$ cat config.mk
export PLATFORM = sky130hd
export DESIGN_NAME = key_stream_gen_flat
export DESIGN_NICKNAME = d
export VERILOG_FILES = /design/src/rtl/key_stream_gen_if.sv /design/src/rtl/key_stream_gen.sv /design/src/flat_wrapper.sv
export SDC_FILE = /design/constraint.sdc
export NUM_CORES = 1
export LEC_CHECK = 0
export ABC_AREA = 1
export BUFFER_PORTS_ARGS = -buffer_cell sky130_fd_sc_hd__buf_2
export CAP_MARGIN = 15
export CORE_MARGIN = 10
export CORE_UTILIZATION = 50
export CTS_CLUSTER_DIAMETER = 200
export DETAILED_ROUTE_END_ITERATION = 8
export GPL_TIMING_DRIVEN = 0
export PLACE_DENSITY = 0.89
export RECOVER_POWER = 50
export SYNTH_ARGS = -nofsm -noshare
export SYNTH_HDL_FRONTEND = slang
export SYNTH_SLANG_ARGS = --single-unit
$ cat constraint.sdc
create_clock -name clk -period 2.1 [get_ports clk]
set_clock_uncertainty 0.15 [all_clocks]
set_input_delay 0.42 -clock clk [delete_from_list [all_inputs] [get_ports clk]]
set_output_delay 0.42 -clock clk [all_outputs]
set_load 0.005 [all_outputs]
$ cat src/rtl/key_stream_gen_if.sv
// Key stream handshake bundle: seed/load control toward the generator, key word plus status back.
interface key_stream_gen_if #(
    parameter int KEY_W = 32,
    parameter int CNT_W = 11
);
    logic             load;
    logic [KEY_W-1:0] seed;
    logic             key_ready;
    logic             key_valid;
    logic [KEY_W-1:0] key;
    logic [CNT_W-1:0] key_count;
    logic             exhausted;
    logic             period_wrap;

    modport master (
        input  load, seed, key_ready,
        output key_valid, key, key_count, exhausted, period_wrap
    );

    modport slave (
        output load, seed, key_ready,
        input  key_valid, key, key_count, exhausted, period_wrap
    );
endinterface

$ cat src/rtl/key_stream_gen.sv
// One-time-pad key source: LANES Galois LFSR lanes, seeded, warmed up, issued once each on valid/ready.
// Optional KEYGEN_REPEAT_CHECK_EN: exhaust early when any lane returns to its first-issued state.
module key_stream_gen #(
    parameter int                LANES    = 4,
    parameter int                LANE_W   = 8,
    parameter logic [LANE_W-1:0] POLY     = 8'hB8,
    parameter logic [LANE_W-1:0] ZERO_SUB = 8'h01,
    parameter int                WARMUP   = 1,
    parameter int                MAX_KEYS = 1024
) (
    input  logic                     clk,
    input  logic                     reset,
    key_stream_gen_if.master         bus
);
    localparam int KEY_W  = LANES * LANE_W;
    localparam int CNT_W  = $clog2(MAX_KEYS + 1);
    localparam int WCNT_W = $clog2(WARMUP + 1);

    typedef enum logic [1:0] {IDLE, WARM, RUN, EXHAUSTED} state_t;

    state_t            state_q;
    logic [LANE_W-1:0] lane_q    [LANES];
    logic [LANE_W-1:0] lane_nxt  [LANES];
    logic [LANE_W-1:0] lane_seed [LANES];
    logic [KEY_W-1:0]  key_w;
    logic [CNT_W-1:0]  cnt_q;
    logic [CNT_W-1:0]  cnt_inc;
    logic [WCNT_W-1:0] wcnt_q;
    logic              valid_q;
    logic              exh_q;
    logic              last_word;
    logic              wrap_hit;
    logic              xfer;

    function automatic logic [LANE_W-1:0] lfsr_step(input logic [LANE_W-1:0] s);
        return (s >> 1) ^ (s[0] ? POLY : '0);
    endfunction

    always_comb begin
        key_w = '0;
        for (int unsigned i = 0; i < LANES; i++) begin
            lane_nxt[i]  = lfsr_step(lane_q[i]);
            lane_seed[i] = bus.seed[KEY_W-1-i*LANE_W -: LANE_W];
            if (lane_seed[i] == '0)
                lane_seed[i] = ZERO_SUB;
            key_w[KEY_W-1-i*LANE_W -: LANE_W] = lane_q[i];
        end
    end

    assign xfer      = valid_q & bus.key_ready;
    assign cnt_inc   = cnt_q + 1'b1;
    assign last_word = (cnt_inc == CNT_W'(MAX_KEYS));

`ifdef KEYGEN_REPEAT_CHECK_EN
    logic [LANE_W-1:0] ref_q [LANES];
    logic              wrap_q;

    always_comb begin
        wrap_hit = 1'b0;
        for (int unsigned i = 0; i < LANES; i++)
            if (lane_nxt[i] == ref_q[i])
                wrap_hit = 1'b1;
    end

    // Reference is the first word presented in RUN, i.e. the lane state at the WARM->RUN hand-off.
    always_ff @(posedge clk or posedge reset) begin
        if (reset) begin
            for (int unsigned i = 0; i < LANES; i++)
                ref_q[i] <= '0;
            wrap_q <= 1'b0;
        end else if (bus.load) begin
            wrap_q <= 1'b0;
        end else if (state_q == WARM && wcnt_q == WCNT_W'(WARMUP)) begin
            for (int unsigned i = 0; i < LANES; i++)
                ref_q[i] <= lane_q[i];
        end else if (state_q == RUN && xfer && wrap_hit) begin
            wrap_q <= 1'b1;
        end
    end

    assign bus.period_wrap = wrap_q;
`else
    assign wrap_hit        = 1'b0;
    assign bus.period_wrap = 1'b0;
`endif

    always_ff @(posedge clk or posedge reset) begin
        if (reset) begin
            state_q <= IDLE;
            for (int unsigned i = 0; i < LANES; i++)
                lane_q[i] <= '0;
            cnt_q   <= '0;
            wcnt_q  <= '0;
            valid_q <= 1'b0;
            exh_q   <= 1'b0;
        end else if (bus.load) begin
            state_q <= WARM;
            for (int unsigned i = 0; i < LANES; i++)
                lane_q[i] <= lane_seed[i];
            cnt_q   <= '0;
            wcnt_q  <= '0;
            valid_q <= 1'b0;
            exh_q   <= 1'b0;
        end else begin
            case (state_q)
                WARM: begin
                    if (wcnt_q == WCNT_W'(WARMUP)) begin
                        state_q <= RUN;
                        valid_q <= 1'b1;
                    end else begin
                        for (int unsigned i = 0; i < LANES; i++)
                            lane_q[i] <= lane_nxt[i];
                        wcnt_q <= wcnt_q + 1'b1;
                    end
                end
                RUN: begin
                    if (xfer) begin
                        for (int unsigned i = 0; i < LANES; i++)
                            lane_q[i] <= lane_nxt[i];
                        cnt_q <= cnt_inc;
                        // Lanes still step on the final transfer; valid drops so that word stays hidden.
                        if (last_word || wrap_hit) begin
                            state_q <= EXHAUSTED;
                            valid_q <= 1'b0;
                            exh_q   <= 1'b1;
                        end
                    end
                end
                default: ;
            endcase
        end
    end

    assign bus.key       = key_w;
    assign bus.key_valid = valid_q;
    assign bus.key_count = cnt_q;
    assign bus.exhausted = exh_q;
endmodule
$ cat src/flat_wrapper.sv
// flat-port wrapper written by rule: the top's interface ports become plain ports
module key_stream_gen_flat 
#(
    parameter int                LANES    = 4,
    parameter int                LANE_W   = 8,
    parameter logic [LANE_W-1:0] POLY     = 8'hB8,
    parameter logic [LANE_W-1:0] ZERO_SUB = 8'h01,
    parameter int                WARMUP   = 1,
    parameter int                MAX_KEYS = 1024
)
  (clk, reset, bus_load, bus_seed, bus_key_ready, bus_key_valid, bus_key, bus_key_count, bus_exhausted, bus_period_wrap);
  key_stream_gen_if bus_i ();
  input  logic clk;
  input  logic reset;
  input wire logic [$bits(bus_i.load)-1:0] bus_load;
  input wire logic [$bits(bus_i.seed)-1:0] bus_seed;
  input wire logic [$bits(bus_i.key_ready)-1:0] bus_key_ready;
  output wire logic [$bits(bus_i.key_valid)-1:0] bus_key_valid;
  output wire logic [$bits(bus_i.key)-1:0] bus_key;
  output wire logic [$bits(bus_i.key_count)-1:0] bus_key_count;
  output wire logic [$bits(bus_i.exhausted)-1:0] bus_exhausted;
  output wire logic [$bits(bus_i.period_wrap)-1:0] bus_period_wrap;
  assign bus_i.load = bus_load;
  assign bus_i.seed = bus_seed;
  assign bus_i.key_ready = bus_key_ready;
  assign bus_key_valid = bus_i.key_valid;
  assign bus_key = bus_i.key;
  assign bus_key_count = bus_i.key_count;
  assign bus_exhausted = bus_i.exhausted;
  assign bus_period_wrap = bus_i.period_wrap;
  key_stream_gen #(.LANES(LANES), .LANE_W(LANE_W), .POLY(POLY), .ZERO_SUB(ZERO_SUB), .WARMUP(WARMUP), .MAX_KEYS(MAX_KEYS)) u_core (.clk(clk), .reset(reset), .bus(bus_i));
endmodule
[Word level (Yosys, flattened, before mapping)]
Index checks and enable logic that the tools add are counted.
Storage, ports and cells
  logic and storage cells: 68
  output and inout port bits: 46
  input bits: 36
  flip-flop bits (word level): 48
Cells by class
  reductions and logical operators: 13
  $add $sub $neg: 2
  eq/ne operators: 7
  bitwise logic cells: 5
  multiplexer cells: 32
Operators with widths (count)
  $mux W32: 3
  $mux W8: 8
  $pmux W32 S2: 1
  $mux W11: 3
  $logic_not A8 Y1: 4
  $xor A7 B8 Y8: 4
  $add A11 B1 Y11 const B: 1
  $eq A11 B11 Y1 const B: 1
  $mux W1: 11
  $ne A3 B2 Y1 const B: 3
  $mux W2: 4
  $reduce_bool A2 Y1: 4
  $reduce_and A3 Y1: 2
  $pmux W2 S2: 1
  $reduce_and A4 Y1: 1
  $ne A3 B3 Y1 const B: 1
  $reduce_bool A3 Y1: 1
  $eq A2 B1 Y1 const B: 1
  $eq A2 B2 Y1 const B: 1
  $pmux W1 S2: 1
  $reduce_and A2 Y1: 1
  $add A1 B1 Y1 const B: 1
  $and A1 B1 Y1: 1

[Depth between registers and ports, before layout]
  depth in word-level cells: 6
  depth in mapped cells: 12
  depth with buffers taken out: 12

[Worst setup path before layout]
Ideal clock, no wire load.
  kind: register to register
  from: register u_core.cnt_q[0] (netlist: u_core.bus.key_count[0])
  to: register u_core.state_q[1]
  library setup time: 0.117 ns
  cell stages (with the launch flop): 13
  path slack: 0.318 ns
  clock period less this slack: 1.782 ns
  arrival time: 1.515 ns
  required time: 1.833 ns
  buffers on the path: 0
  cells stage by stage: dfrtp_1 > ha_1 > nand2_1 > nor2_1 > nand2_1 > nand2_1 > nand2_1 > nor2_1 > nand3_1 > nand2_1 > nand2_1 > nand2_1 > nand2_1
Between the ends
  word-level cells in the longest chain between the ends: 4
RTL lines
  start, declared: RTL line key_stream_gen.sv:26  | logic [CNT_W-1:0] cnt_q;
  start signal, assigned: RTL line key_stream_gen.sv:120  | cnt_q <= cnt_inc;
  $add A11 B1 Y11: RTL line key_stream_gen.sv:51  | assign cnt_inc = cnt_q + 1'b1;
  $eq A11 B11 Y1: RTL line key_stream_gen.sv:52  | assign last_word = (cnt_inc == CNT_W'(MAX_KEYS));
  $ne A3 B2 Y1 (no line)
  $reduce_and A4 Y1 (no line)
  end signal, assigned: RTL line key_stream_gen.sv:89  | state_q <= IDLE;
  end signal, assigned: RTL line key_stream_gen.sv:97  | state_q <= WARM;
  end signal, assigned: RTL line key_stream_gen.sv:108  | state_q <= RUN;
  end, declared: RTL line key_stream_gen.sv:21  | state_t state_q;
No other way between the ends.
A chain may end at the register's enable or synchronous reset.

[Worst setup path after layout]
  from: register u_core.state_q[0]
  to: register u_core.lane_q, in the netlist u_core.bus.key[29]
Between the ends
  word-level cells in the longest chain between the ends: 3
  elaborated cells between the ends (all ways): 8
  classes of those cells: eq/ne (4); mux (2); reduce/logical (2)
RTL lines
  $eq A2 B2 Y1 or $eq A2 B1 Y1 (tied branches): RTL line key_stream_gen.sv:105  | case (state_q)
  $ne A3 B2 Y1 (no line), or another cell as far along
  $reduce_and A3 Y1 (no line) or $mux W32 (tied branches)
  end signal, assigned by index: RTL line key_stream_gen.sv:99  | lane_q[i] <= lane_seed[i];
  end signal, assigned by index: RTL line key_stream_gen.sv:112  | lane_q[i] <= lane_nxt[i];
  end signal, assigned by index: RTL line key_stream_gen.sv:119  | lane_q[i] <= lane_nxt[i];
  end, declared: RTL line key_stream_gen.sv:22  | logic [LANE_W-1:0] lane_q [LANES];
Parallel ways exist; a longest one is shown, timed or not.

==> flow_metrics.tcl <==
set metrics [dict create \
    outcome "completed" \
    min_period_over_period_pct 90.3 \
    cts_tree "yes" \
    ant_nets 0 \
    top_level_ports 82 \
    synth_nets 373 \
    relSlewSlack_pct 50.8 \
    hold_start "bus_seed[13]" \
    nNetsFinal 462 \
    slew_viol_final 0 \
    worstHoldPathCells 3 \
    routed_wl_um 7470 \
    n_fill_cell 450 \
    drv_cap 0 \
    cts_root_buf "clkbuf_8" \
    grt-ovfl-total 0 \
    final_layout_size_suffix_gt1_share_pct 23.7 \
    crit_path_end_kind "flip-flop" \
    worstPathRequired_ns 2.12 \
    r2r-start "u_core.state_q[0]" \
    max_freq_ghz 0.527 \
    drt_iter0_drc 170 \
    grt_pass1_vias 2737 \
    dp_hpwl_um 5750 \
    fin_util_pct 63.3 \
    syn_area_sq_mm 0.00261 \
    seq_area_sq_mm 0.00120 \
    startpoint_type "flip-flop" \
    crit_top_cell "nor2_2" \
    gp_congestion 0.881 \
    clk_pin_slew_ns 0.09 \
    power-per-cell-area_mw_per_mm2 1110 \
    area_growth_pct 23.2 \
    setup.worst_path.start "u_core.state_q[0]" \
    clk_path_buf_depth 2 \
    die_w_um 92.2 \
    die-area_sq_mm 0.00850 \
    vias 2707 \
    io_buffer_count 79 \
    grt_max_degree 39 \
    drc_errors 0 \
    min_period_ns 1.90 \
    wl_per_cell_um 15.1 \
    grt_pass1_wl_um 12600 \
    worst-path-max-fanout 10 \
    ys_seq_area_share_pct 46.1 \
    insertion_delay_ns 0.30 \
    cts_num_sinks 48 \
    setup.worst_path.class "reg -> reg" \
    reg2reg_depth 9 \
    grtUsageTotal_pct 17.8 \
    numCtsBuffers 5 \
    firstDrtPassIters 4 \
    core_sq_mm 0.00507 \
    synthDistinctLibCells 25 \
    worstMarginPinSlew_ns 0.732 \
    place_area_sq_mm 0.00311 \
    slowest_delay_ns 0.38 \
    avgViaCountPerCell 5.46 \
    multi_input_area_sq_mm 0.00123 \
    avgSynthCellArea_sq_um 7.76 \
    ys_ff_latch 48 \
    antenna_found_initial 0 \
    synth_warnings 0 \
    htree_levels 2 \
    design_area_sq_mm 0.00321 \
    num_rows 26 \
    hold_class "in -> reg" \
    die_h_um 92.2 \
    syn_inst 336 \
    leakage_nw 1.49 \
    hold_viol 0 \
    arrival_ns 1.92 \
    num_antenna_cells 0 \
    setup_viol 0 \
    crit_slowest_cell "dfrtp_1" \
    peakVddDrop_v 0.000675 \
    start_util_pct 51.4 \
    crit_path_cell_trace "inv_1 -> nand2_2 -> nor2_2 -> nor2_2 -> clkinv_4 -> nor2_2 -> a21oi_4 -> buf_4 -> a31oi_2" \
]
## final cells by class
cell class | instances | area share, %
plain buffers | 15 | 3.00
clock buffers | 8 | 2.80
inverters | 26 | 3.19
multi-input cells | 247 | 38.3
flip-flops and latches | 48 | 37.5
well taps | 70 | 2.73
repair buffers | 82 | 12.5
## synth_stat cells (all sizes together)
master   n  area, sq um
clkbuf   6         22.5
nand4    2         12.5
nor4     8         50.1
nor2    44          173
a22o     1         8.76
a21oi   24          131
dfrtp   48         1200
o22ai    4         25.0
conb     1         3.75
nand2   93          352
nor3     1         5.00
nand3   12         60.1
a31oi   25          219
buf      9         73.8
clkinv   1         8.76
ha       1         12.5
o21ai   31          155
inv     25         93.8
## sequential cells by signal, indices dropped and copies added, names as in the netlist
| name | flops |
|---|---|
| u_core.bus.exhausted | 1 |
| u_core.bus.key | 32 |
| u_core.bus.key_count | 11 |
| u_core.bus.key_valid | 1 |
| u_core.state_q | 2 |
| u_core.wcnt_q | 1 |
## critical path: cells and delay by family (launching register included)
kind,cells,cell delay (ns)
AO/OA/AOI/OAI,2,0.41
buffers and inverters,3,0.48
flip-flops,1,0.38
AND/OR/NAND/NOR,4,0.36
## metrics by stage
step           hold WS [ns]  TNS [ns]  setup WS [ns]  cells  power, W
2_1_floorplan         0.292         0          0.318    336   0.00240
3_3_place_gp          0.308    -11.28         -0.237    485   0.00296
3_5_place_dp          0.215         0        0.00803    486   0.00304
4_1_cts               0.228         0       0.000882    495   0.00361
5_1_grt               0.240   -0.0115       -0.00867    496   0.00384
6_report              0.235         0          0.204    496   0.00355
## final timing paths
path                       slack [ns]                      end
max                              0.20       u_core.bus.key[29]
min                              0.24       u_core.bus.key[13]
max reg2reg                      0.20       u_core.bus.key[29]
min reg2reg                      0.33        u_core.state_q[0]
max in group asynchronous        0.38  u_core.bus.key_count[1]
min in group asynchronous        0.50        u_core.bus.key[3]
## logic make-up (layout without fill, tap and decap cells)
| kind of cell | Yosys count | after routing | share of synthesized area (%) |
|---|---|---|---|
| other | 1 | 1 | 0.144 |
| DFF | 48 | 48 | 46.1 |
| adders and majority gates | 1 | 1 | 0.480 |
| buffers and inverters | 41 | 131 | 7.63 |
| and+or+nand+nor | 160 | 160 | 25.0 |
| AOI/OAI and AO/OA | 85 | 85 | 20.7 |
## layer usage
layer | wire, um | track usage (%)
met5 | 0 | 0
met4 | 51 | 5.27
met3 | 479 | 5.30
met2 | 3820 | 30.9
met1 | 3120 | 20.6
## placed cells by master, fill, tap and decap left out
master	instances
buf_4	3
clkinv_4	1
nand2_1	91
o21ai_0	31
clkbuf_1	23
nand4_1	2
nor3_1	1
a22o_1	1
nor2_1	40
nor4_1	8
a31oi_2	10
nand2_2	2
dlygate4sd3_1	1
nor2_4	1
buf_6	4
buf_2	66
ha_4	1
clkbuf_4	1
o22ai_1	4
nand3_1	12
dfrtp_1	46
nor2_2	3
buf_1	1
a21oi_4	1
a21oi_1	23
dfrtp_2	2
inv_1	25
conb_1	1
a31oi_1	15
clkbuf_8	6
## power by group
| part | total, W | switching (W) | internal [W] |
|---|---|---|---|
| Combinational | 0.00135 | 0.000756 | 0.000598 |
| Clock | 0.000571 | 0.000302 | 0.000269 |
| Sequential | 0.00163 | 0.000360 | 0.00127 |
| Total | 0.00355 | 0.00142 | 0.00214 |
## what timing repair did
| action | in CTS | in global routing |
|---|---|---|
| hold endpoints to repair | 10 | 0 |
| setup buffers | 0 | 1 |
| hold buffers | 1 | 0 |
| setup endpoints to repair | 0 | 4 |
| gates resized for setup | 0 | 7 |
Power figures use the tool's default switching activity.
